## src/rtl/dir_mapp_cache.sv

```systemverilog
// dir_mapp_cache
//   Direct-mapped, write-through, no-write-allocate cache with one-word lines.
//   The cache handles one CPU request at a time. It refills a line on a read
//   miss, writes every store through to memory, and keeps saturating hit and
//   miss counters.
//
// Ports
//   clk, rst_n                 clock, asynchronous active-low reset
//   cpu_req/rw/addr/wdata      CPU request (accepted when cpu_ready=1)
//   cpu_ready                  idle and no flush pending
//   cpu_done, cpu_rdata        one-cycle completion pulse, read data
//   flush                      invalidate all lines (deferred while busy)
//   mem_req/we/addr/wdata      backing-memory request, held until mem_ack
//   mem_ack, mem_rdata         memory completion, read data valid with ack
//   hit_cnt, miss_cnt          saturating statistics
module dir_mapp_cache #(
    parameter int ADDR_W  = 32,
    parameter int DATA_W  = 32,
    parameter int INDEX_W = 6,
    parameter int COUNT_W = 16
) (
    input  logic               clk,
    input  logic               rst_n,
    input  logic               cpu_req,
    output logic               cpu_ready,
    input  logic               cpu_rw,
    input  logic [ADDR_W-1:0]  cpu_addr,
    input  logic [DATA_W-1:0]  cpu_wdata,
    output logic               cpu_done,
    output logic [DATA_W-1:0]  cpu_rdata,
    input  logic               flush,
    output logic               mem_req,
    output logic               mem_we,
    output logic [ADDR_W-1:0]  mem_addr,
    output logic [DATA_W-1:0]  mem_wdata,
    input  logic               mem_ack,
    input  logic [DATA_W-1:0]  mem_rdata,
    output logic [COUNT_W-1:0] hit_cnt,
    output logic [COUNT_W-1:0] miss_cnt
);

    localparam int LINES = 1 << INDEX_W;
    localparam int TAG_W = ADDR_W - INDEX_W - 2;

    typedef enum logic [1:0] {IDLE, CMP, MEM_RD, MEM_WR} state_t;

    state_t               state_q, state_d;
    logic                 rw_q, rw_d;
    logic [ADDR_W-1:0]    addr_q, addr_d;
    logic [DATA_W-1:0]    wdata_q, wdata_d;
    logic [LINES-1:0]     valid_q, valid_d;
    logic                 flush_pend_q, flush_pend_d;
    logic                 done_q, done_d;
    logic [DATA_W-1:0]    rdata_q, rdata_d;
    logic                 mem_req_q, mem_req_d;
    logic                 mem_we_q, mem_we_d;
    logic [ADDR_W-1:0]    mem_addr_q, mem_addr_d;
    logic [DATA_W-1:0]    mem_wdata_q, mem_wdata_d;
    logic [COUNT_W-1:0]   hit_q, hit_d;
    logic [COUNT_W-1:0]   miss_q, miss_d;

    // Tag and data storage; deliberately not reset, valid bits gate their use.
    logic [TAG_W-1:0]     tag_arr  [LINES];
    logic [DATA_W-1:0]    data_arr [LINES];
    logic                 data_we, tag_we;
    logic [DATA_W-1:0]    data_wval;

    logic [INDEX_W-1:0]   idx;
    logic [TAG_W-1:0]     tag;
    logic                 hit;
    logic                 unused_addr_lsb;

    // Byte offset within the word is irrelevant to a word-wide cache.
    assign unused_addr_lsb = ^cpu_addr[1:0];

    assign idx = addr_q[INDEX_W+1:2];
    assign tag = addr_q[ADDR_W-1:INDEX_W+2];
    assign hit = valid_q[idx] && (tag_arr[idx] == tag);

    function automatic logic [COUNT_W-1:0] sat_inc(input logic [COUNT_W-1:0] v);
        return (&v) ? v : v + 1'b1;
    endfunction

    always_comb begin
        state_d      = state_q;
        rw_d         = rw_q;
        addr_d       = addr_q;
        wdata_d      = wdata_q;
        valid_d      = valid_q;
        flush_pend_d = flush_pend_q;
        done_d       = 1'b0;
        rdata_d      = rdata_q;
        mem_req_d    = mem_req_q;
        mem_we_d     = mem_we_q;
        mem_addr_d   = mem_addr_q;
        mem_wdata_d  = mem_wdata_q;
        hit_d        = hit_q;
        miss_d       = miss_q;
        data_we      = 1'b0;
        tag_we       = 1'b0;
        data_wval    = '0;

        unique case (state_q)
            IDLE: begin
                // A flush (live or deferred) wins over a simultaneous request.
                if (flush || flush_pend_q) begin
                    valid_d      = '0;
                    flush_pend_d = 1'b0;
                end else if (cpu_req) begin
                    rw_d    = cpu_rw;
                    addr_d  = {cpu_addr[ADDR_W-1:2], 2'b00};
                    wdata_d = cpu_wdata;
                    state_d = CMP;
                end
            end
            CMP: begin
                if (!rw_q && hit) begin
                    rdata_d = data_arr[idx];
                    done_d  = 1'b1;
                    hit_d   = sat_inc(hit_q);
                    state_d = IDLE;
                end else begin
                    if (hit) hit_d = sat_inc(hit_q);
                    else     miss_d = sat_inc(miss_q);
                    // Write hits update the line; write misses do not allocate.
                    if (rw_q && hit) begin
                        data_we   = 1'b1;
                        data_wval = wdata_q;
                    end
                    mem_req_d   = 1'b1;
                    mem_we_d    = rw_q;
                    mem_addr_d  = addr_q;
                    mem_wdata_d = wdata_q;
                    state_d     = rw_q ? MEM_WR : MEM_RD;
                end
            end
            MEM_RD: begin
                if (mem_ack) begin
                    data_we      = 1'b1;
                    tag_we       = 1'b1;
                    data_wval    = mem_rdata;
                    valid_d[idx] = 1'b1;
                    rdata_d      = mem_rdata;
                    done_d       = 1'b1;
                    mem_req_d    = 1'b0;
                    state_d      = IDLE;
                end
            end
            MEM_WR: begin
                if (mem_ack) begin
                    done_d    = 1'b1;
                    mem_req_d = 1'b0;
                    state_d   = IDLE;
                end
            end
            default: state_d = IDLE;
        endcase

        // Flush seen while busy is remembered and applied once back in IDLE.
        if (flush && state_q != IDLE) flush_pend_d = 1'b1;
    end

    always_ff @(posedge clk or negedge rst_n) begin
        if (!rst_n) begin
            state_q      <= IDLE;
            rw_q         <= 1'b0;
            addr_q       <= '0;
            wdata_q      <= '0;
            valid_q      <= '0;
            flush_pend_q <= 1'b0;
            done_q       <= 1'b0;
            rdata_q      <= '0;
            mem_req_q    <= 1'b0;
            mem_we_q     <= 1'b0;
            mem_addr_q   <= '0;
            mem_wdata_q  <= '0;
            hit_q        <= '0;
            miss_q       <= '0;
        end else begin
            state_q      <= state_d;
            rw_q         <= rw_d;
            addr_q       <= addr_d;
            wdata_q      <= wdata_d;
            valid_q      <= valid_d;
            flush_pend_q <= flush_pend_d;
            done_q       <= done_d;
            rdata_q      <= rdata_d;
            mem_req_q    <= mem_req_d;
            mem_we_q     <= mem_we_d;
            mem_addr_q   <= mem_addr_d;
            mem_wdata_q  <= mem_wdata_d;
            hit_q        <= hit_d;
            miss_q       <= miss_d;
        end
    end

    always_ff @(posedge clk) begin
        if (data_we) data_arr[idx] <= data_wval;
        if (tag_we)  tag_arr[idx]  <= tag;
    end

    assign cpu_ready = (state_q == IDLE) && !flush && !flush_pend_q;
    assign cpu_done  = done_q;
    assign cpu_rdata = rdata_q;
    assign mem_req   = mem_req_q;
    assign mem_we    = mem_we_q;
    assign mem_addr  = mem_addr_q;
    assign mem_wdata = mem_wdata_q;
    assign hit_cnt   = hit_q;
    assign miss_cnt  = miss_q;

endmodule

```

## config.mk

```make
export PLATFORM = sky130hd
export DESIGN_NAME = dir_mapp_cache
export DESIGN_NICKNAME = d
export VERILOG_FILES = /design/src/rtl/dir_mapp_cache.sv
export SDC_FILE = /design/constraint.sdc
export NUM_CORES = 2
export LEC_CHECK = 0
export ABC_AREA = 1
export CAP_MARGIN = 20
export CORE_ASPECT_RATIO = 2
export CORE_MARGIN = 2
export CORE_UTILIZATION = 65
export CTS_BUF_LIST = sky130_fd_sc_hd__clkbuf_16
export DETAILED_ROUTE_END_ITERATION = 16
export HOLD_SLACK_MARGIN = 0.03
export PLACE_DENSITY = 0.92
export REMOVE_ABC_BUFFERS = 1
export SKIP_CTS_REPAIR_TIMING = 1
export SLEW_MARGIN = 0
export SYNTH_ARGS = -nofsm -noshare
export SYNTH_HDL_FRONTEND = slang
export SYNTH_SLANG_ARGS = --single-unit
export TNS_END_PERCENT = 30
```

## constraint.sdc

```tcl
create_clock -name clk -period 14 [get_ports clk]
set_input_delay 2.1 -clock clk [delete_from_list [all_inputs] [get_ports clk]]
set_output_delay 2.1 -clock clk [all_outputs]
set_load 0.02 [all_outputs]
```

==> results.cfg, run 1 <==
[grt]
track_usage = 0.443
grt_max_degree = 212
grt_pass1_wl_microns = 753000
overflow = 1
grt_pass1_vias = 113000

[yosys]
synthCells = 12200
syn_avg_cell_area_sq_um = 12.5
yosysUniqueCellTypes = 50
ys_ff_latch = 3843
yosys.cell_count.top_type = edfxtp_1
synthArstFlopShare = 0.0674
synth.top_cells.by_area = edfxtp_1, nand2_1, dfrtp_1
ys_seq_area_frac = 0.749
synth_top_cell_by_area = edfxtp_1
ys_warn_count = 0
synth_ff_type = edfxtp_1
netlist.area_leader.share = 0.707
synth_edf_count = 3584
synth_common_cells = edfxtp_1, nand2_1, inv_1, nor2_1, nand3_1
syn_area_sq_mm = 0.152

[clock_network]
clk_path_buf_depth = 4
cts.sinks = 3843
cts-root-buf = clkbuf_16
ctsHtreeMaxLevel = 5
cts_buffers = 311

[floorplanning]
initial_core_util = 0.652
die_y_microns = 688
row_count = 251
dieWidth_microns = 346
num_io_pins = 234

[outcome]
status = aborted with a tool error
lastStage = 5_1_grt
stop_error = [ERROR GRT-0116] Global routing finished with congestion. Check the congestion regions in the DRC Viewer.

[place]
hpwl_microns = 264000
gp_congestion = 0.979
numPortBuffers = 229
dp.cells = 15100
## metrics by stage
step	worst slack, ns	hold WS (ns)	instance area [sq um]
4_1_cts	5.65	0.477	169000
3_5_place_dp	5.89	0.460	159000
3_3_place_gp	5.99	0.453	159000
2_1_floorplan	-40.23	0.457	149000
## logic make-up after synthesis
group / share of synthesized area
compound gates: 0.0632
xor+xnor: 0.00127
fa+ha+maj: 0.000493
buf+inv: 0.0434
flops: 0.749
mux: 0.00148
other cells: 0.0000246
simple gates: 0.141
## metal layers
layer  track usage  GRT overflow
met1         0.448             0
met4         0.448             1
met3         0.210             0
met2         0.654             0
met5        0.0310             0
==> run 2: changes to the inputs <==
--- a/config.mk
+++ b/config.mk
@@ -7,13 +7,10 @@
 export LEC_CHECK = 0
 export ABC_AREA = 1
 export CAP_MARGIN = 20
-export CORE_ASPECT_RATIO = 2
 export CORE_MARGIN = 2
-export CORE_UTILIZATION = 65
-export CTS_BUF_LIST = sky130_fd_sc_hd__clkbuf_16
+export CORE_UTILIZATION = 40
 export DETAILED_ROUTE_END_ITERATION = 16
-export HOLD_SLACK_MARGIN = 0.03
-export PLACE_DENSITY = 0.92
+export PLACE_DENSITY_LB_ADDON = 0.15
 export REMOVE_ABC_BUFFERS = 1
 export SKIP_CTS_REPAIR_TIMING = 1
 export SLEW_MARGIN = 0
==> results.cfg, run 2 <==
[clock_network]
cts_buffers = 397
path_clk_slew_ns = 0.06
cts.sinks = 3843
cts_tree = done
insertion_delay_ns = 0.96
cts-root-buf = clkbuf_16
clk_path_buf_depth = 4
ctsHtreeMaxLevel = 5

[finish]
final_cell_mix = edfxtp_1, nand2_1, inv_1
largest_registers = data_arr x2048, tag_arr x1536, valid_q x64
top_register = data_arr
syn_to_final_growth_pct = 14.4
layout-drive-gt1-share = 0.0910
nFillCells = 33900
layout_commonest_cell = edfxtp_1
final_cells = 17800
largest_reg_flops = 2048
final_nets = 12600

[pwr]
total_power_mw = 35.4
leakagePower_nw = 62.9
power_density_mw_per_mm2 = 203
vdd_drop_max_uv = 179

[yosys]
syn_avg_cell_area_sq_um = 12.5
synth_edf_count = 3584
yosysUniqueCellTypes = 50
ys_ff_latch = 3843
synth_ff_type = edfxtp_1
synth_top_cell_by_area = edfxtp_1
ys_seq_area_frac = 0.749
synth.top_cells.by_area = edfxtp_1, nand2_1, dfrtp_1
netlist.area_leader.share = 0.707
synthArstFlopShare = 0.0674
syn_area_sq_mm = 0.152
ys_warn_count = 0
synthCells = 12200
synth_common_cells = edfxtp_1, nand2_1, inv_1, nor2_1, nand3_1
yosys.cell_count.top_type = edfxtp_1

[floorplanning]
dieWidth_microns = 621
num_io_pins = 234
initial_core_util = 0.402
row_count = 226
die_y_microns = 621
core_area_sq_mm = 0.379
die_area_sq_mm = 0.386

[place]
hpwl_microns = 254000
gp_congestion = 0.858
dp.cells = 17100
dp_slack_ns = 5.34
numPortBuffers = 229

[detailed_routing]
vias = 95600
routed_wl_microns = 469000
drc = 0
dr.pass1.iters = 6
drtIter0Drc = 8863
viasPerCell = 5.36
ant_nets = 0
post_drt_wl_per_cell_microns = 26.3

[grt]
overflow = 0
grt_antenna_before_repair = 12
grt_max_degree = 164
grt_pass1_wl_microns = 666000
grt_pass1_vias = 92600
track_usage = 0.239

[worst_setup_path]
rr_startpoint = addr_q[2]$_DFFE_PN0P_
r2r_cells = 24
critPathMaxFanout = 92
r2r_slack_ns = 5.31
critPathRequiredTime_ns = 14.54
end_kind = flip-flop
worstPathArrival_ns = 9.24
r2r-end = data_arr[31][6]$_DFFE_PP_
path_class = reg2reg
start_kind = flip-flop

[timing]
hold_viol = 0
worst_pin_slew_ns = 1.14
timing.slew.headroom = 0.236
worst_slack_ns = 5.31
max_freq_ghz = 0.115
period_needed_ns = 8.69
rsz0062_at_grt = false
setup_viol = 0
finalSetupTns_ns = 0
fin_skew_ns = 0.0508
fin_crit_sh = 0.621
drv_slew = 0

[hold_path]
hold_start = cpu_rdata[16]$_DFFE_PN0P_
min_path_type = reg2reg
hold-path-cell-count = 2
hold_path_end = cpu_rdata[16]$_DFFE_PN0P_

[run]
max_cap_viol_count = 0

[outcome]
status = completed
==> run 2: cell counts after synthesis <==
Identical to the previous run, type by type.
==> run 2: how the worst max path moves through the flow <==
| stage | cells past startpoint | to | slack (ns) | from |
|---|---|---|---|---|
| floorplan | 11 | cpu_rdata[7]$_DFFE_PN0P_ | -40.23 | addr_q[2]$_DFFE_PN0P_ |
| global placement | 24 | data_arr[24][17]$_DFFE_PP_ | 5.36 | addr_q[2]$_DFFE_PN0P_ |
| detailed placement | 24 | data_arr[31][10]$_DFFE_PP_ | 5.34 | addr_q[2]$_DFFE_PN0P_ |
| CTS | 24 | data_arr[31][6]$_DFFE_PP_ | 5.31 | addr_q[2]$_DFFE_PN0P_ |
| global route | 24 | data_arr[24][6]$_DFFE_PP_ | 4.75 | addr_q[2]$_DFFE_PN0P_ |
| finish | 24 | data_arr[31][6]$_DFFE_PP_ | 5.31 | addr_q[2]$_DFFE_PN0P_ |
==> run 2: cell families (layout without fill, tap and decap cells) <==
| group | after synthesis | count (layout) | synth area share |
|---|---|---|---|
| compound gates | 1474 | 1474 | 0.0632 |
| xor+xnor | 22 | 22 | 0.00127 |
| fa+ha+maj | 6 | 6 | 0.000493 |
| buf+inv | 1630 | 2225 | 0.0434 |
| flops | 3843 | 3843 | 0.749 |
| mux | 20 | 20 | 0.00148 |
| other cells | 1 | 6 | 0.0000246 |
| simple gates | 5232 | 5232 | 0.141 |
==> run 2: layout make-up <==
class | count | area (sq um) | share of cell area
Sequential cell | 3843 | 114000 | 0.655
Multi-Input combinational cell | 6756 | 32900 | 0.189
Clock buffer | 483 | 10500 | 0.0603
Tap cell | 5016 | 6280 | 0.0360
Timing Repair Buffer | 528 | 4840 | 0.0278
Inverter | 989 | 3750 | 0.0215
Clock inverter | 225 | 1810 | 0.0104
Antenna cell | 4 | 10.0 | 0.0000575
==> run 2: worst max-delay path, cell delays in order (launching register included) <==
cell     delay, ns
dfrtp_4       0.81
buf_4         0.75
buf_4         0.83
buf_4         0.71
nand2_1       0.12
nand3_1       0.10
nand2_1       0.06
o21ai_0       0.38
nand2_1       0.39
nor2_1        0.23
nand2_1       0.07
nand2_1       0.10
nand2_1       0.07
nor2_1        0.10
nand2_1       0.07
nor2_1        0.14
nand2_1       0.39
nor2_4        0.18
buf_4         0.47
nand2_1       0.10
nand2_1       0.18
nand2_8       0.38
buf_4         0.51
nor2_4        0.16
buf_4         0.58
==> run 2: per-layer routing <==
metal | wire length [microns] | GRT usage | vias to the layer above
li1 | - | - | 43400
met1 | 199000 | 0.325 | 48600
met2 | 227000 | 0.401 | 2978
met3 | 24400 | 0.0217 | 677
met4 | 18000 | 0.0878 | 2
met5 | 13 | 0 | -
==> run 2: through the flow <==
| step | util | hold WS (ns) | area, sq um |
|---|---|---|---|
| 2_1_floorplan | - | 0.457 | 149000 |
| 3_3_place_gp | 0.427 | 0.459 | 162000 |
| 3_5_place_dp | 0.427 | 0.458 | 162000 |
| 4_1_cts | 0.460 | 0.474 | 174000 |
| 5_1_grt | 0.460 | 0.497 | 174000 |
| 6_report | 0.460 | 0.470 | 174000 |
==> run 2: report_power, final <==
group	leakage, nW	total [mW]	switching [mW]	internal [mW]
Combinational	21.8	11.3	8.45	2.87
Clock	6.03	10.1	4.41	5.74
Sequential	35.1	13.9	0.224	13.7
Note: power is estimated with default switching activity, not from simulation.
